<file path="config.mk">
export PLATFORM = sky130hd
export DESIGN_NAME = alu_cmd_sequencer
export DESIGN_NICKNAME = d
export VERILOG_FILES = /design/src/rtl/alu_cmd_sequencer.sv
export SDC_FILE = /design/constraint.sdc
export NUM_CORES = 1
export LEC_CHECK = 0
export ABC_CLOCK_PERIOD_IN_PS = 2700
export BUFFER_PORTS_ARGS = -buffer_cell sky130_fd_sc_hd__buf_4
export CORE_ASPECT_RATIO = 0.8
export CORE_UTILIZATION = 23
export DETAILED_ROUTE_END_ITERATION = 10
export PLACE_DENSITY = 0.51
export SLEW_MARGIN = 10
export SYNTH_ARGS = -nofsm -noshare
export SYNTH_HDL_FRONTEND = slang
export SYNTH_SLANG_ARGS = --single-unit
</file>
<file path="constraint.sdc">
create_clock -name clk -period 2.7 [get_ports clk]
set_input_delay 0.135 -clock clk [delete_from_list [all_inputs] [get_ports clk]]
set_output_delay 0.135 -clock clk [all_outputs]
set_load 0.005 [all_outputs]
</file>
<file path="src/rtl/alu_cmd_sequencer.sv">
// alu_cmd_sequencer
//   Front-end for the 4-bit combinational ALU. It takes one command at a time
//   over cmd_valid/cmd_ready and drives the operands and opcode onto alu_*.
//   After SETTLE clock edges it captures {alu_co, alu_c} and returns the result
//   over rsp_valid/rsp_ready.
//
// Ports
//   clk, rst_n             clock; synchronous active-low reset
//   cmd_valid/cmd_ready    command handshake; cmd_a, cmd_b, cmd_op are the payload
//   alu_a/alu_b/alu_op     outputs to the ALU inputs, held stable until the next accept
//   alu_c/alu_co           ALU result inputs
//   rsp_valid/rsp_ready    response handshake; rsp_c, rsp_co, rsp_err are the payload
//   busy                   high while an operation is in flight (WAIT or RESP)
//   op_count               completed response handshakes, wraps modulo 2^CNTW
module alu_cmd_sequencer #(
    parameter int W      = 4,
    parameter int OPW    = 3,
    parameter int SETTLE = 1,
    parameter int CNTW   = 8
) (
    input  logic            clk,
    input  logic            rst_n,
    input  logic            cmd_valid,
    output logic            cmd_ready,
    input  logic [W-1:0]    cmd_a,
    input  logic [W-1:0]    cmd_b,
    input  logic [OPW-1:0]  cmd_op,
    output logic [W-1:0]    alu_a,
    output logic [W-1:0]    alu_b,
    output logic [OPW-1:0]  alu_op,
    input  logic [W-1:0]    alu_c,
    input  logic            alu_co,
    output logic            rsp_valid,
    input  logic            rsp_ready,
    output logic [W-1:0]    rsp_c,
    output logic            rsp_co,
    output logic            rsp_err,
    output logic            busy,
    output logic [CNTW-1:0] op_count
);

    typedef enum logic [1:0] {IDLE, WAIT, RESP} state_t;

    // Counter is loaded with SETTLE-1 so capture lands exactly SETTLE edges after accept.
    localparam logic [3:0]      SETTLE_LD = 4'(SETTLE - 1);
    localparam logic [OPW-1:0]  OP_LAST   = OPW'(4);
    localparam logic [CNTW-1:0] CNT_ONE   = CNTW'(1);

    state_t     state, state_nxt;
    logic [3:0] settle_cnt;
    logic       accept;
    logic       illegal;

    assign cmd_ready = (state == IDLE) && rst_n;
    assign busy      = (state != IDLE);
    assign accept    = cmd_valid && cmd_ready;
    assign illegal   = (alu_op > OP_LAST);

    always_comb begin
        state_nxt = state;
        case (state)
            IDLE:    if (accept)            state_nxt = WAIT;
            WAIT:    if (settle_cnt == 4'd0) state_nxt = RESP;
            RESP:    if (rsp_ready)         state_nxt = IDLE;
            default:                        state_nxt = IDLE;
        endcase
    end

    always_ff @(posedge clk) begin
        if (!rst_n) begin
            state      <= IDLE;
            alu_a      <= '0;
            alu_b      <= '0;
            alu_op     <= '0;
            rsp_c      <= '0;
            rsp_co     <= 1'b0;
            rsp_err    <= 1'b0;
            rsp_valid  <= 1'b0;
            settle_cnt <= 4'd0;
            op_count   <= '0;
        end else begin
            state <= state_nxt;
            case (state)
                IDLE: begin
                    if (accept) begin
                        alu_a      <= cmd_a;
                        alu_b      <= cmd_b;
                        alu_op     <= cmd_op;
                        settle_cnt <= SETTLE_LD;
                    end
                end
                WAIT: begin
                    if (settle_cnt != 4'd0) begin
                        settle_cnt <= settle_cnt - 4'd1;
                    end else begin
                        // Illegal opcodes still drive the ALU, but whatever it
                        // produces is masked so consumers see a clean zero result.
                        rsp_c     <= illegal ? '0 : alu_c;
                        rsp_co    <= illegal ? 1'b0 : alu_co;
                        rsp_err   <= illegal;
                        rsp_valid <= 1'b1;
                    end
                end
                RESP: begin
                    if (rsp_ready) begin
                        rsp_valid <= 1'b0;
                        op_count  <= op_count + CNT_ONE;
                    end
                end
                default: ;
            endcase
        end
    end

endmodule

</file>
==> Yosys cells after proc, flatten, opt, wreduce, memory -nomap -nowiden <==
Index checks and enable logic that the tools add are counted.
W data, S select, Z words.
{ "word_totals": {"ff_bits": 32, "latchBits": 0, "ram_bits": 0, "rom_bits": 0, "inputBits": 20, "out_inout_bits": 28, "word_cells": 47, "n_memories": 0} }
{ "classes": {"n_addsub": 2, "mul": 0, "n_div": 0, "n_lt_le_gt_ge": 1, "n_eq_ne": 7, "shift": 0, "n_mux": 12, "n_bitwise": 1, "reduce_logical": 14} }
{ "op_table": {"columns": ["op", "count"], "rows": [
  ["$mux W4", 3],
  ["$ne A2 B2 Y1 const B", 5],
  ["$reduce_and A3 Y1", 3],
  ["$add A8 B1 Y8 const B", 1],
  ["$pmux W4 S2", 1],
  ["$mux W2", 3],
  ["$pmux W2 S3", 1],
  ["$reduce_and A2 Y1", 3],
  ["$reduce_bool A2 Y1", 3],
  ["$logic_not A4 Y1", 1],
  ["$reduce_bool A4 Y1", 1],
  ["$sub A4 B1 Y4 const B", 1],
  ["$gt A3 B3 Y1 const B", 1],
  ["$mux W1", 3],
  ["$eq A2 B1 Y1 const B", 1],
  ["$eq A2 B2 Y1 const B", 1],
  ["$logic_and A1 B1 Y1", 2],
  ["$logic_not A2 Y1", 1],
  ["$pmux W1 S2", 1],
  ["$not A1 Y1", 1]
]} }

==> Depth between registers and ports, before layout <==
Gate-level depths: netlist of run 1.
{ "depth": {"word_depth": 5, "depth_mapped": 6} }

==> Worst setup path after synthesis of run 1 <==
Ideal clock, no wire load.
{ "synth_path": {"kind": "reg-to-reg", "from": "register settle_cnt[0]", "to": "register rsp_err", "setup_time_ns": 0.071, "t_arrival_ns": 1.460, "t_required_ns": 2.629, "setup_slack_ns": 1.170, "path_stages_with_launch": 7, "period_less_slack_ns": 1.530, "path_cell_list": "dfxtp_1 > inv_1 > ha_1 > or3b_1 > buf_6 > or3_1 > a21oi_1"} }
{ "synth_via": {"elab_chain_len": 3} }
{ "synth_rtl": {"columns": ["item", "line_no", "text"], "rows": [
  ["from (decl)", "50", "logic [3:0] settle_cnt;"],
  ["from (signal assigned)", "94", "settle_cnt <= settle_cnt - 4'd1;"],
  ["$reduce_bool A4 Y1", "93", "if (settle_cnt != 4'd0) begin"],
  ["$not A1 Y1 (no line)", null, null],
  ["$reduce_and A2 Y1 (no line)", null, null],
  ["to (signal assigned)", "100", "rsp_err <= illegal;"],
  ["to (decl)", "37", "output logic rsp_err,"]
]} }
No other way between the ends.
A chain may end at the register's enable or synchronous reset.

==> Final worst setup path of run 1 <==
Ends and elaborated chain as after synthesis.

==> results of run 1 <==
cell type report:
type / instances / area share (%)
Clock buffer: 7 / 5.12
Clock inverter: 1 / 1.60
Inverter: 3 / 0.599
Multi-Input combinational cell: 113 / 34.3
Sequential cell: 32 / 34.1
Tap cell: 78 / 5.19
Timing Repair Buffer: 48 / 19.2
cells by family after synthesis:
kind of cell / after synthesis / synth area share [%]
AND/OR/NAND/NOR: 66 / 27.3
adder cells (fa/ha/maj): 2 / 1.87
XOR/XNOR: 1 / 0.654
AO/OA/AOI/OAI: 43 / 17.6
multiplexers: 1 / 0.747
flip-flops: 32 / 47.8
buffers and inverters: 12 / 4.11
path summary, 6_finish.rpt:
check                     start       end  slack (ns)
hold reg to reg        alu_b[2]  alu_b[2]        0.46
hold / removal         cmd_a[3]  alu_a[3]        0.04
setup reg to reg  settle_cnt[0]   rsp_err        1.05
setup / recovery  settle_cnt[0]   rsp_err        1.05
per-stage QoR:
stage	hold slack [ns]	std cells	area, sq um	total power (uW)	setup WS, ns
after floorplan	0.244	157	1340	554	1.17
after global placement	0.332	274	1750	615	1.08
after detailed placement	0.337	274	1750	615	1.07
after CTS	0.0308	282	1880	1130	1.05
after global routing	0.0512	282	1880	1160	0.883
final	0.0359	282	1880	1110	1.05
flip-flops by register name, summed over array words and instances, names as in the netlist:
register,cells
alu_a,4
settle_cnt,4
alu_op,3
op_count,8
alu_b,4
rsp_valid,1
state,2
rsp_err,1
rsp_c,4
rsp_co,1
power breakdown:
part / switching (uW) / internal (uW)
clock network: 185 / 326
registers: 11.6 / 491
logic: 45.1 / 54.7
total: 241 / 871
per-layer routing:
layer | vias to the layer above | share of wire, % | GRT usage [%]
met2 | 35 | 40 | 16.1
met1 | 568 | 52 | 17.3
li1 | 648 | - | -
met5 | - | 0 | 0
met3 | 8 | 5.6 | 3.55
met4 | 0 | 2.3 | 6.01
cells in the mapped netlist, drive strengths merged:
master / number
dfxtp: 32
nand2: 29
o21ai: 21
a21oi: 14
nand4: 7
clkbuf: 6
nor2: 5
nand3b: 4
nor3b: 4
or3: 4
buf: 3
inv: 3
ha: 2
nand4b: 2
o31ai: 2
or2: 2
or4: 2
a21o: 1
a22oi: 1
a31oi: 1
and4bb: 1
mux2i: 1
nand2b: 1
nand3: 1
nor2b: 1
nor3: 1
o21a: 1
o22ai: 1
o32ai: 1
or2b: 1
or3b: 1
xor2: 1
worst max-delay path, delay by kind of cell (launching register included):
family / cells / cell delay (ns)
compound gates: 1 / 0.12
fa+ha+maj: 1 / 0.19
buf+inv: 1 / 0.07
flops: 1 / 0.32
simple gates: 2 / 0.88
cells in the final DEF (no fill, tap or decap), types with 3 or more instances in the layout:
cell type  Yosys  layout
inv_1          3       3
nand2_1       29      29
or3_1          4       4
nand3b_1       3       3
nor3b_1        4       4
o21ai_0       21      21
clkbuf_8       0       7
nand4_1        7       7
nor2_1         5       5
dfxtp_1       32      32
buf_4          0      48
a21oi_1       14      14
==> flow_summary.ini, run 1 <==
[timing]
skew_ns = 0.00796
fmax_ghz = 0.605
rsz0062_at_grt = false
fin_crit_sh_pct = 61.3
hold_violations = 0
tns_ns = 0
worstMarginPinSlew_ns = 0.813
max_slew_margin_pct = 45.7
finalCriticalPeriod_ns = 1.65
finalSetupViolCount = 0
slew_viol_final = 0

[drt]
drt-wirelength-per-cell_um = 11.8
viasPerCell = 4.46
drt_iter0_drc = 52
ant_nets = 0
firstDrtPassIters = 4
num_vias = 1259
drc = 0
finalWirelength_mm = 3.33

[clock_network]
cts_made_buffers = 5
ctsHoldBuffers = 0
cts_sinks = 32
postCtsSetupBuffers = 0
cts-resized-gates = 0
root_buffer = clkbuf_8
cts_tree = built
clk_latency_ns = 0.29
cts_max_level = 2
path_clk_slew_ns = 0.07
clockBufferDepth = 2

[worst_setup_path]
end_kind = flip-flop
r2r_cells = 5
critical_path.cell_chain = inv_1 > ha_1 > or3b_1 > or3_1 > a21oi_1
start_kind = flip-flop
cp_slowest_cell = or3b_1
critPathArrivalTime_ns = 1.87
criticalPathCategory = reg2reg
required_ns = 2.91
critPathMaxFanout = 10
crit_path_max_incr_delay_ns = 0.50

[synthesis]
avgSynthCellArea_sq_um = 8.54
syn_inst = 157
ys_warn_count = 0
synth_top_area_cell = dfxtp_1
seq_area_frac_synth_pct = 47.8
yosysTopAreaCellShare_pct = 47.8
ys_ff_latch = 32
ys_types = 34
ys_top_cells_by_area = dfxtp_1, nand2_1, o21ai_0
syn_nets = 179
syn_area_sq_mm = 0.00134

[grt]
grt_pass1_wl_mm = 5.69
antenna_found_initial = 0
grt_usage_pct = 12.1
grt_max_degree = 26
grt_pass1_vias = 1157
grt_overflow = 0

[place]
place_congestion = 0.755
io_buffers = 47
place_hpwl_mm = 2.29

[final_layout]
drive_gt1_share_pct = 29.9
seq_area_sq_um = 641
multi_input_area_sq_um = 644
fillers = 607
synthToLayoutAreaGrowth_pct = 40.3
nNetsFinal = 225
n_antenna_cell = 0
finish.utilization_pct = 34.0

[pwr]
ir_worst_vdd_uv = 224
power_density_mw_per_mm2 = 592
leakagePower_uw = 0.000763

[floorplanning]
core_area_sq_mm = 0.00553
die_w_um = 87.3
initial_core_util_pct = 24.3
die_height_um = 70.3
row_count = 24
dieArea_sq_mm = 0.00614
io_pins = 48

[hold_path]
hold_class = in2reg
min_path_cells = 3

[status]
outcome = completed

[flow_run]
cap_viol_max_count = 0
Power figures use the tool's default switching activity.
==> inputs of run 2 (changes only) <==
--- a/config.mk
+++ b/config.mk
@@ -5,7 +5,7 @@
 export SDC_FILE = /design/constraint.sdc
 export NUM_CORES = 1
 export LEC_CHECK = 0
-export ABC_CLOCK_PERIOD_IN_PS = 2700
+export ABC_CLOCK_PERIOD_IN_PS = 1700
 export BUFFER_PORTS_ARGS = -buffer_cell sky130_fd_sc_hd__buf_4
 export CORE_ASPECT_RATIO = 0.8
 export CORE_UTILIZATION = 23
==> constraint.sdc (replaced) <==
create_clock -name clk -period 1.7 [get_ports clk]
set_input_delay 0.085 -clock clk [delete_from_list [all_inputs] [get_ports clk]]
set_output_delay 0.085 -clock clk [all_outputs]
set_load 0.005 [all_outputs]
==> run 2 against run 1 <==
Compared with the run above:
- via count up 3.2%
- sequential cell count is the same
- total power rose by 43%
- count of clock-buffer cells in the layout up 1
- sequential power increased by 59%
- critical path type unchanged
==> flow_summary.ini, run 2 (same netlist as run 1, synthesis figures left out) <==
[status]
outcome = completed

[hold_path]
min-delay-start = alu_c[2]
hold_class = in2reg

[worst_setup_path]
critical_path.cell_chain = inv_1 > ha_1 > or3b_4 > or3_1 > a21oi_1
crit_path_max_incr_delay_ns = 0.43
start_kind = flip-flop
r2r-start = settle_cnt[0]
cp_slowest_cell = or3b_4
end_kind = flip-flop
criticalPathCategory = reg2reg
startpoint = settle_cnt[0]
critPathMaxFanout = 7
required_ns = 1.92
critPathArrivalTime_ns = 1.78

[final_layout]
largest_register_ffs = 8
finish.utilization_pct = 36.1
multi_input_area_sq_um = 647
final_common_cell = buf_4
synthToLayoutAreaGrowth_pct = 48.8
layout_common_cells = buf_4, dfxtp_1, nand2_1
drive_gt1_share_pct = 29.5
fillers = 606
n_antenna_cell = 0
regMostFlops = op_count
seq_area_sq_um = 641
stdcell_area_sq_mm = 0.00199
nNetsFinal = 241

[timing]
rsz0062_at_grt = false
finalSetupViolCount = 0
slew_viol_final = 0
fin_crit_sh_pct = 91.9
max_slew_margin_pct = 79.9
layout_setup_ws_ns = 0.138
hold_violations = 0
tns_ns = 0
finalCriticalPeriod_ns = 1.56
fmax_ghz = 0.640
worstMarginPinSlew_ns = 0.302
skew_ns = 0.00367

[flow_run]
cap_viol_max_count = 0

[drt]
viasPerCell = 4.36
ant_nets = 0
firstDrtPassIters = 4
drt_iter0_drc = 46
num_vias = 1299
finalWirelength_mm = 3.47
drc = 0
drt-wirelength-per-cell_um = 11.7

[place]
post_dp_cell_area_sq_mm = 0.00179
io_buffers = 47
place_hpwl_mm = 2.39
dp_slack_ns = 0.129
place_congestion = 0.767

[pwr]
leakagePower_uw = 0.000811
finalPower_uw = 1590
power_density_mw_per_mm2 = 795
ir_worst_vdd_uv = 292

[floorplanning]
dieArea_sq_mm = 0.00614
die_height_um = 70.3
io_pins = 48
initial_core_util_pct = 24.3
core_area_sq_mm = 0.00553
row_count = 24
die_w_um = 87.3

[clock_network]
cts_tree = built
clk_latency_ns = 0.28
root_buffer = clkbuf_8
cts_made_buffers = 5
path_clk_slew_ns = 0.06
clockBufferDepth = 2
cts_max_level = 2
cts_sinks = 32

[grt]
grt_pass1_vias = 1158
grt_max_degree = 23
grt_usage_pct = 12.2
antenna_found_initial = 0
grt_pass1_wl_mm = 5.58
grt_overflow = 0
[run 2: changes by cell type in the layout (fill, tap and decap cells not counted), sizes merged]
cell	delta
dlygate4sd3	+11
buf	+5
bufinv	-1
clkbuf	+1
[run 2: area by class of cell]
cell class / instances / share of cell area [%]
multi-input cells: 113 / 32.4
flip-flops and latches: 32 / 32.1
repair buffers: 64 / 25.5
well taps: 78 / 4.89
clock buffers: 8 / 4.52
inverters: 3 / 0.565
[run 2: metrics by stage]
stage / hold WS, ns / instances
finish: 0.0720 / 298
global route: 0.0697 / 298
CTS: 0.0669 / 298
detailed placement: 0.288 / 279
global placement: 0.281 / 279
floorplan: 0.194 / 157
[run 2: final timing paths]
| check | to | slack [ns] | cells after the start |
|---|---|---|---|
| worst max-delay path | rsp_err | 0.14 | 5 |
| worst min-delay path | rsp_c[2] | 0.07 | 3 |
| worst max register to register | rsp_err | 0.14 | 5 |
| worst min register to register | alu_a[2] | 0.46 | 2 |
[run 2: timing repair]
action                                  in CTS  in global routing
setup buffers                                0                  0
resized for setup                            0                  1
endpoints found under the setup margin       0                  2
endpoints found under the hold margin       11                  0
hold buffers                                11                  0
[run 2: power by group]
group	switching, uW	internal [uW]
clock network	270	330
logic	77.1	109
registers	19.0	780
[run 2: routing by layer]
layer	GRT usage, %	share of wire, %	vias to the layer above
li1	-	-	678
met1	16.3	51	588
met2	17.1	42	26
met3	3.90	5.2	7
met4	6.56	2.3	0
met5	0	0	-
[run 2: critical path: cells and delay by family (launching register included)]
family	cells	cell delay [ns]
flops	1	0.32
compound gates	1	0.12
simple gates	2	0.78
fa+ha+maj	1	0.20
buf+inv	1	0.08
